File: config.mk
export PLATFORM = sky130hd
export DESIGN_NAME = obi_slave_arbiter
export DESIGN_NICKNAME = d
export VERILOG_FILES = /design/src/rtl/obi_slave_arbiter_pkg.sv /design/src/rtl/obi_slave_arbiter.sv
export SDC_FILE = /design/constraint.sdc
export NUM_CORES = 1
export LEC_CHECK = 0
export CAP_MARGIN = 30
export CORE_AREA = 2 2 205 207
export DETAILED_ROUTE_END_ITERATION = 16
export DIE_AREA = 0 0 207 209
export GPL_ROUTABILITY_DRIVEN = 1
export PLACE_DENSITY = 0.36
export RECOVER_POWER = 100
export SLEW_MARGIN = 40
export SYNTH_ARGS = -nofsm -noshare
export SYNTH_HDL_FRONTEND = slang
export SYNTH_SLANG_ARGS = --single-unit
File: constraint.sdc
create_clock -name clk_i -period 3 [get_ports clk_i]
set_input_delay 0.45 -clock clk_i [delete_from_list [all_inputs] [get_ports clk_i]]
set_output_delay 0.45 -clock clk_i [all_outputs]
set_load 0.03 [all_outputs]
File: src/rtl/obi_slave_arbiter_pkg.sv
// OBI address-phase and response channel types shared by obi_slave_arbiter and its users.
package obi_slave_arbiter_pkg;

    typedef struct packed {
        logic        req;
        logic        we;
        logic [3:0]  be;
        logic [31:0] addr;
        logic [31:0] wdata;
    } obi_req_t;

    typedef struct packed {
        logic        gnt;
        logic        rvalid;
        logic [31:0] rdata;
    } obi_resp_t;

endpackage

File: src/rtl/obi_slave_arbiter.sv
// Round-robin arbiter sharing one OBI slave between NUM_MASTERS masters, with an in-order ID FIFO
// routing responses back. Define OBI_SLAVE_ARBITER_FIXED_PRIO_EN for fixed lowest-index-wins priority.
module obi_slave_arbiter
    import obi_slave_arbiter_pkg::*;
#(
    parameter int NUM_MASTERS     = 4,
    parameter int MAX_OUTSTANDING = 2
) (
    input  logic                        clk_i,
    input  logic                        rst_ni,
    input  obi_req_t  [NUM_MASTERS-1:0] master_req_i,
    output obi_resp_t [NUM_MASTERS-1:0] master_resp_o,
    output obi_req_t                    slave_req_o,
    input  obi_resp_t                   slave_resp_i
);

    localparam int IW = (NUM_MASTERS > 1) ? $clog2(NUM_MASTERS) : 1;
    localparam int CW = $clog2(MAX_OUTSTANDING + 1);
    localparam int PW = (MAX_OUTSTANDING > 1) ? $clog2(MAX_OUTSTANDING) : 1;

    localparam logic [IW:0]   NM      = (IW + 1)'(NUM_MASTERS);
    localparam logic [CW-1:0] MAX_CNT = CW'(MAX_OUTSTANDING);
    localparam logic [PW-1:0] LAST_P  = PW'(MAX_OUTSTANDING - 1);

    logic [IW-1:0] r_rr_ptr;
    logic          r_lock_q;
    logic [IW-1:0] r_lock_idx_q;
    logic [CW-1:0] r_cnt;
    logic [PW-1:0] r_wr_ptr;
    logic [PW-1:0] r_rd_ptr;
    logic [IW-1:0] r_fifo [MAX_OUTSTANDING];

    logic          w_scan_valid;
    logic [IW-1:0] w_scan_idx;
    logic [IW:0]   w_idx;
    logic [IW-1:0] w_sel;
    logic          w_sel_valid;
    logic          w_can_issue;
    logic          w_issue;
    logic          w_hs;
    logic          w_stall;
    logic          w_push;
    logic          w_pop;
    logic [IW-1:0] w_head;

    // First requester at or above the round-robin pointer, wrapping around.
    always_comb begin
        w_scan_valid = 1'b0;
        w_scan_idx   = '0;
        w_idx        = '0;
        for (int k = 0; k < NUM_MASTERS; k++) begin
            w_idx = {1'b0, r_rr_ptr} + (IW + 1)'(k);
            if (w_idx >= NM) begin
                w_idx = w_idx - NM;
            end
            if (!w_scan_valid && master_req_i[w_idx[IW-1:0]].req) begin
                w_scan_valid = 1'b1;
                w_scan_idx   = w_idx[IW-1:0];
            end
        end
    end

    assign w_sel       = r_lock_q ? r_lock_idx_q : w_scan_idx;
    assign w_sel_valid = r_lock_q ? master_req_i[r_lock_idx_q].req : w_scan_valid;

    // A response retiring this cycle frees a slot for a new issue in the same cycle.
    assign w_pop       = slave_resp_i.rvalid && (r_cnt != '0);
    assign w_can_issue = (r_cnt < MAX_CNT) || w_pop;
    assign w_issue     = w_sel_valid && w_can_issue;
    assign w_hs        = w_issue && slave_resp_i.gnt;
    assign w_stall     = w_issue && !slave_resp_i.gnt;
    assign w_push      = w_hs;
    assign w_head      = r_fifo[r_rd_ptr];

    always_comb begin
        slave_req_o   = '0;
        master_resp_o = '0;
        if (w_sel_valid) begin
            slave_req_o     = master_req_i[w_sel];
            slave_req_o.req = w_can_issue;
        end
        if (w_hs) begin
            master_resp_o[w_sel].gnt = 1'b1;
        end
        if (w_pop) begin
            master_resp_o[w_head].rvalid = 1'b1;
            master_resp_o[w_head].rdata  = slave_resp_i.rdata;
        end
    end

    always_ff @(posedge clk_i or negedge rst_ni) begin
        if (!rst_ni) begin
            r_rr_ptr     <= '0;
            r_lock_q     <= 1'b0;
            r_lock_idx_q <= '0;
            r_cnt        <= '0;
            r_wr_ptr     <= '0;
            r_rd_ptr     <= '0;
            for (int i = 0; i < MAX_OUTSTANDING; i++) begin
                r_fifo[i] <= '0;
            end
        end else begin
            if (w_push) begin
                r_fifo[r_wr_ptr] <= w_sel;
                r_wr_ptr         <= (r_wr_ptr == LAST_P) ? '0 : r_wr_ptr + 1'b1;
            end
            if (w_pop) begin
                r_rd_ptr <= (r_rd_ptr == LAST_P) ? '0 : r_rd_ptr + 1'b1;
            end
            case ({w_push, w_pop})
                2'b10:   r_cnt <= r_cnt + 1'b1;
                2'b01:   r_cnt <= r_cnt - 1'b1;
                default: r_cnt <= r_cnt;
            endcase

            // Hold a stalled address phase; drop the lock if its master abandons the request.
            if (w_hs) begin
                r_lock_q <= 1'b0;
            end else if (w_stall) begin
                r_lock_q     <= 1'b1;
                r_lock_idx_q <= w_sel;
            end else if (r_lock_q && !master_req_i[r_lock_idx_q].req) begin
                r_lock_q <= 1'b0;
            end

`ifdef OBI_SLAVE_ARBITER_FIXED_PRIO_EN
            r_rr_ptr <= '0;
`else
            if (w_hs) begin
                r_rr_ptr <= (w_sel == IW'(NUM_MASTERS - 1)) ? '0 : w_sel + 1'b1;
            end
`endif
        end
    end

endmodule

### Word level (Yosys, flattened, before mapping)

Cells that the tools add are included.

| storage, ports and cells | value |
|---|---|
| bits in registers | 13 |
| input bits | 316 |
| output and inout bits | 206 |
| word-level logic and storage cells | 114 |

| operators by class | value |
|---|---|
| add/subtract/negate cells | 12 |
| order comparisons | 17 |
| eq/ne operators | 3 |
| muxes and demuxes | 50 |
| bitwise operators | 3 |
| reductions and logical operators | 21 |

Operators with widths:

| operator | number |
|---|---|
| binary-select mux 70 bit (select 2 bit) | 6 |
| two-way mux 70 bit | 6 |
| bitwise mux 136 bit | 2 |
| two-way mux 136 bit | 2 |
| demux 34 bit (select 2 bit) | 3 |
| two-way mux 69 bit | 1 |
| two-way mux 34 bit | 1 |
| two-way mux 33 bit | 1 |
| two-way mux 32 bit | 1 |
| two-way mux 2 bit | 14 |
| less-than comparator 2 x 3 -> 1 bit (second input constant) | 7 |
| logical AND 1 bit | 11 |
| two-way mux 1 bit | 10 |
| subtractor 2 x 1 -> 2 bit (second input constant) | 5 |
| greater-or-equal comparator 3 bit (second input constant) | 3 |
| adder 2 x 2 -> 3 bit (second input constant) | 2 |
| zero test 1 bit | 5 |
| adder 2 x 1 -> 2 bit (second input constant) | 2 |
| bitwise mux 4 bit | 1 |
| equality test 2 bit (second input constant) | 2 |
| greater-or-equal comparator 2 x 1 -> 1 bit (second input constant) | 2 |
| greater-or-equal comparator 2 bit (second input constant) | 2 |
| NOT 1 -> 2 bit | 2 |
| case mux 2 bit (2 select lines) | 1 |
| other kinds (12) | 14 |

### Depth between registers and ports, before layout

| depth | value |
|---|---|
| depth in word-level cells | 23 |
| mapped depth | 9 |
| gate-level depth less buffers | 8 |

### Worst setup path after synthesis

Ideal clock, no wire load.

| timing | value |
|---|---|
| path kind | reg-to-output |
| start point | reg r_lock_q |
| end point | out slave_req_o[58] (netlist bit) |
| data arrival time | 2092 ps |
| required time | 2550 ps |
| path slack | 458 ps |
| cell stages (with the launch flop) | 8 |
| buffers on the path | 3 |
| path through | dfrtp_1 > clkbuf_1 > o21bai_1 > o311ai_2 > nand2_1 > buf_2 > buf_2 > o22ai_1 |

RTL lines:

| element | line | text |
|---|---|---|
| from (decl) | obi_slave_arbiter.sv:26 | `logic r_lock_q;` |
| from (signal assigned) | obi_slave_arbiter.sv:94 | `r_lock_q <= 1'b0;` |
| from (signal assigned) | obi_slave_arbiter.sv:118 | `r_lock_q <= 1'b0;` |
| from (signal assigned) | obi_slave_arbiter.sv:120 | `r_lock_q <= 1'b1;` |
| to (decl) | obi_slave_arbiter.sv:13 | `output obi_req_t slave_req_o,` |

==> metrics <==
Post-CTS Hold Buffers 0; worst path arrival time 2.44 ns; top sig layer met5; die area roughly 43000 um2; Max clock buf depth 2; sequential element share of the synthesized area slightly below 9%; crit path cell chain clkdlybuf4s15_1, or4_4, mux2_2, buf_4, nand2_8, buf_12, buf_12, buf_8, o22ai_1, buf_4; detailed-placement wirelength estimate 26900 um; status complete, no violations; worst-margin pin slew 0.627 ns; Mapped Avg Cell Area about 7.8 um2; EDFF count, synth 0; post-route cell area roughly 10000 um2; Slowest-stage cell, CP or4_4; Critical Path Sink Type output pin; Initial Util approximately 9.0%; post-synth cell types 41; CTS tree built; layout cells sized above 1 25.7%; Clock Latency Late Sink approximately 0.24 ns; Power Dens Cells ~1100 nW/um2; All-Layer GR Usage 13.2%; final period utilization a little over nine tenths; CP Max Fanout 17; cells after synthesis 473; area share of the largest cell type after synthesis a little under two fifths; final setup TNS 0 ns; Die Y ~210 um; drt drc 0; Startpoint Class primary input; largest net degree at the start of global routing 34; syn nets ~790; Layout Skew approximately 0.0010 ns; synthesized area about 3700 um2; max_cap viols 0; Max Slew Vio Count 0; Post-Route M1 WL 10500 um; # H-tree levels 1; TritonCTS Buffers 3; Post-synth ARST share 100%; Synth Register Bits 13; I/O pin cnt between 500 and 600; area delta synth->final 170%; pre-CTS WS -0.362 ns; Setup CP Type in -> out; ANT nets after route 0; WL met2 16900 um; post-DR wirelength/cell 19.5 um; PortBufs 521; clock slew at reported path FFs around 0.05 ns; Max VDD drop 0.584 mV; Final Net Count between 1000 and 1500; core area just over 40000 um2; Primary FF master, synth dfrtp_1; Post-DP Area 9960 um2; total number of yosys warnings 0; vias approximately 5700; Root Driver clkbuf_16; Buf/Inv on CP 6; CTS sink count 13; Post-Route Utilization 24.3%; vias in the first global route approximately 6100; Pre-antenna DRT Iters 4; Hold Path Class reg -> reg; WL met3 about 2600 um; Leak Pwr roughly 0.0047 uW; Worst path top cell family by delay buffers and inverters; DR vias/cell between 3 and 4; Tmin final between 2 and 3 ns; Overall Power 11300 uW; width of the chip between 200 and 250 um; leading area contributor after synthesis mux2i_1; Slew Limit Headroom roughly three fifths; Synth area leaders mux2i_1, and2_1, o22ai_1; PnR worst setup slack roughly 0.11 ns; final setup vio count 0; GPL Wtd Cong ~0.8; crit-path max cell delay between 0.5 and 0.6 ns; Rows 75; DRT iter0 DRCs between 100 and 150; first-pass GRT wire length around 43000 um; CP required between 2 and 3 ns; grt ovf 0; final WL around 30000 um; Max Fclk approximately 350 MHz; Fin. Hold Viols 0; initial antenna violation count 5
[what timing repair did]
item	CTS	global route
resized for setup	24	17
endpoints found under the setup margin	74	62
cloned	3	0
hold endpoints to repair	0	0
setup buffers	2	3
[worst register-to-register path, cell delays in order (launching register included)]
cell	delay, ns
dfrtp_1	0.42
mux4_2	0.53
mux2_2	0.29
and3_1	0.21
clkbuf_1	0.19
clkinvlp_2	0.16
ha_1	0.27
nor2_1	0.14
xor2_1	0.15
[cell type report]
| type | count | area [um2] |
|---|---|---|
| multi-input combinational | 407 | 3270 |
| fill | 4582 | 31300 |
| inverter | 7 | 27.5 |
| sequential | 13 | 327 |
| antenna | 5 | 12.5 |
| clock buffer | 3 | 75.1 |
| tap | 539 | 674 |
| timing repair buffer | 585 | 5620 |
| clock inverter | 1 | 5.00 |
[cell families (layout without fill, tap and decap cells)]
family,count (synthesis),after routing,synth area share (%)
AND/OR/NAND/NOR,165,165,26.8
XOR/XNOR,5,5,1.18
other,0,5,0
AO/OA/AOI/OAI,85,85,14.7
flip-flops,13,13,8.76
buffers and inverters,53,596,6.57
multiplexers,147,147,40.3
adder cells (fa/ha/maj),5,5,1.69
[sequential cells by signal (all words and copies together) (netlist names)]
register / count
r_fifo: 4
r_cnt: 2
r_lock_idx_q: 2
r_rr_ptr: 2
r_lock_q: 1
r_rd_ptr: 1
r_wr_ptr: 1
[per-layer routing]
metal  GRT usage (%)  up-vias
met4            2.22        2
met2            27.1      328
li1                -     2800
met5               0        -
met1            12.9     2579
met3            4.00       12
[stage by stage]
stage                     hold WS [ns]  instances
after CTS                        0.498       1552
after detailed placement         0.489       1543
after floorplan                  0.154        473
final                            0.489       1560
after global placement           0.490       1543
after global routing             0.505       1558
[cell usage in the layout, fill, tap and decap left out, drive strengths merged, types with 5 or more instances in the layout]
cell type      instances
o22ai                 69
nor2                   9
nand2                 10
ha                     5
mux2i                140
dfrtp                 13
buf                  183
mux2                   6
diode                  5
clkbuf                49
and2                 133
dlygate4sd3           34
clkdlybuf4s50        311
inv                    6
[worst paths after layout]
path	slack [ns]	cells past startpoint	end	start
max in group asynchronous	1.90	1	r_rr_ptr[1]$_DFFE_PN0P_	rst_ni
worst max register to register	0.58	8	r_cnt[1]$_DFFE_PN0P_	r_lock_idx_q[0]$_DFFE_PN0P_
worst min register to register	0.49	1	r_cnt[1]$_DFFE_PN0P_	r_cnt[1]$_DFFE_PN0P_
worst min-delay path	0.49	1	r_cnt[1]$_DFFE_PN0P_	r_cnt[1]$_DFFE_PN0P_
min in group asynchronous	0.67	1	r_fifo[0]$_DFFE_PN0P_	rst_ni
worst max-delay path	0.11	10	slave_req_o[58]	master_req_i[139]
[Yosys cell counts (all sizes together) (2+ instances only)]
master,number
a21oi,4
inv,6
ha,5
nor3,2
buf,30
and2,133
clkbuf,16
o22ai,69
o21ai,4
xnor2,4
nand2b,2
nand3b,2
nor2,9
mux2i,140
nand2,10
mux2,6
dfrtp,13
[where the power goes]
part / total [uW] / leakage (uW) / internal (uW) / switching (uW)
clock: 252 / 0.0000409 / 177 / 75.0
sequential: 395 / 0.000154 / 269 / 125
combinational: 10600 / 0.00450 / 4800 / 5820
(Power assumes the default switching activity.)
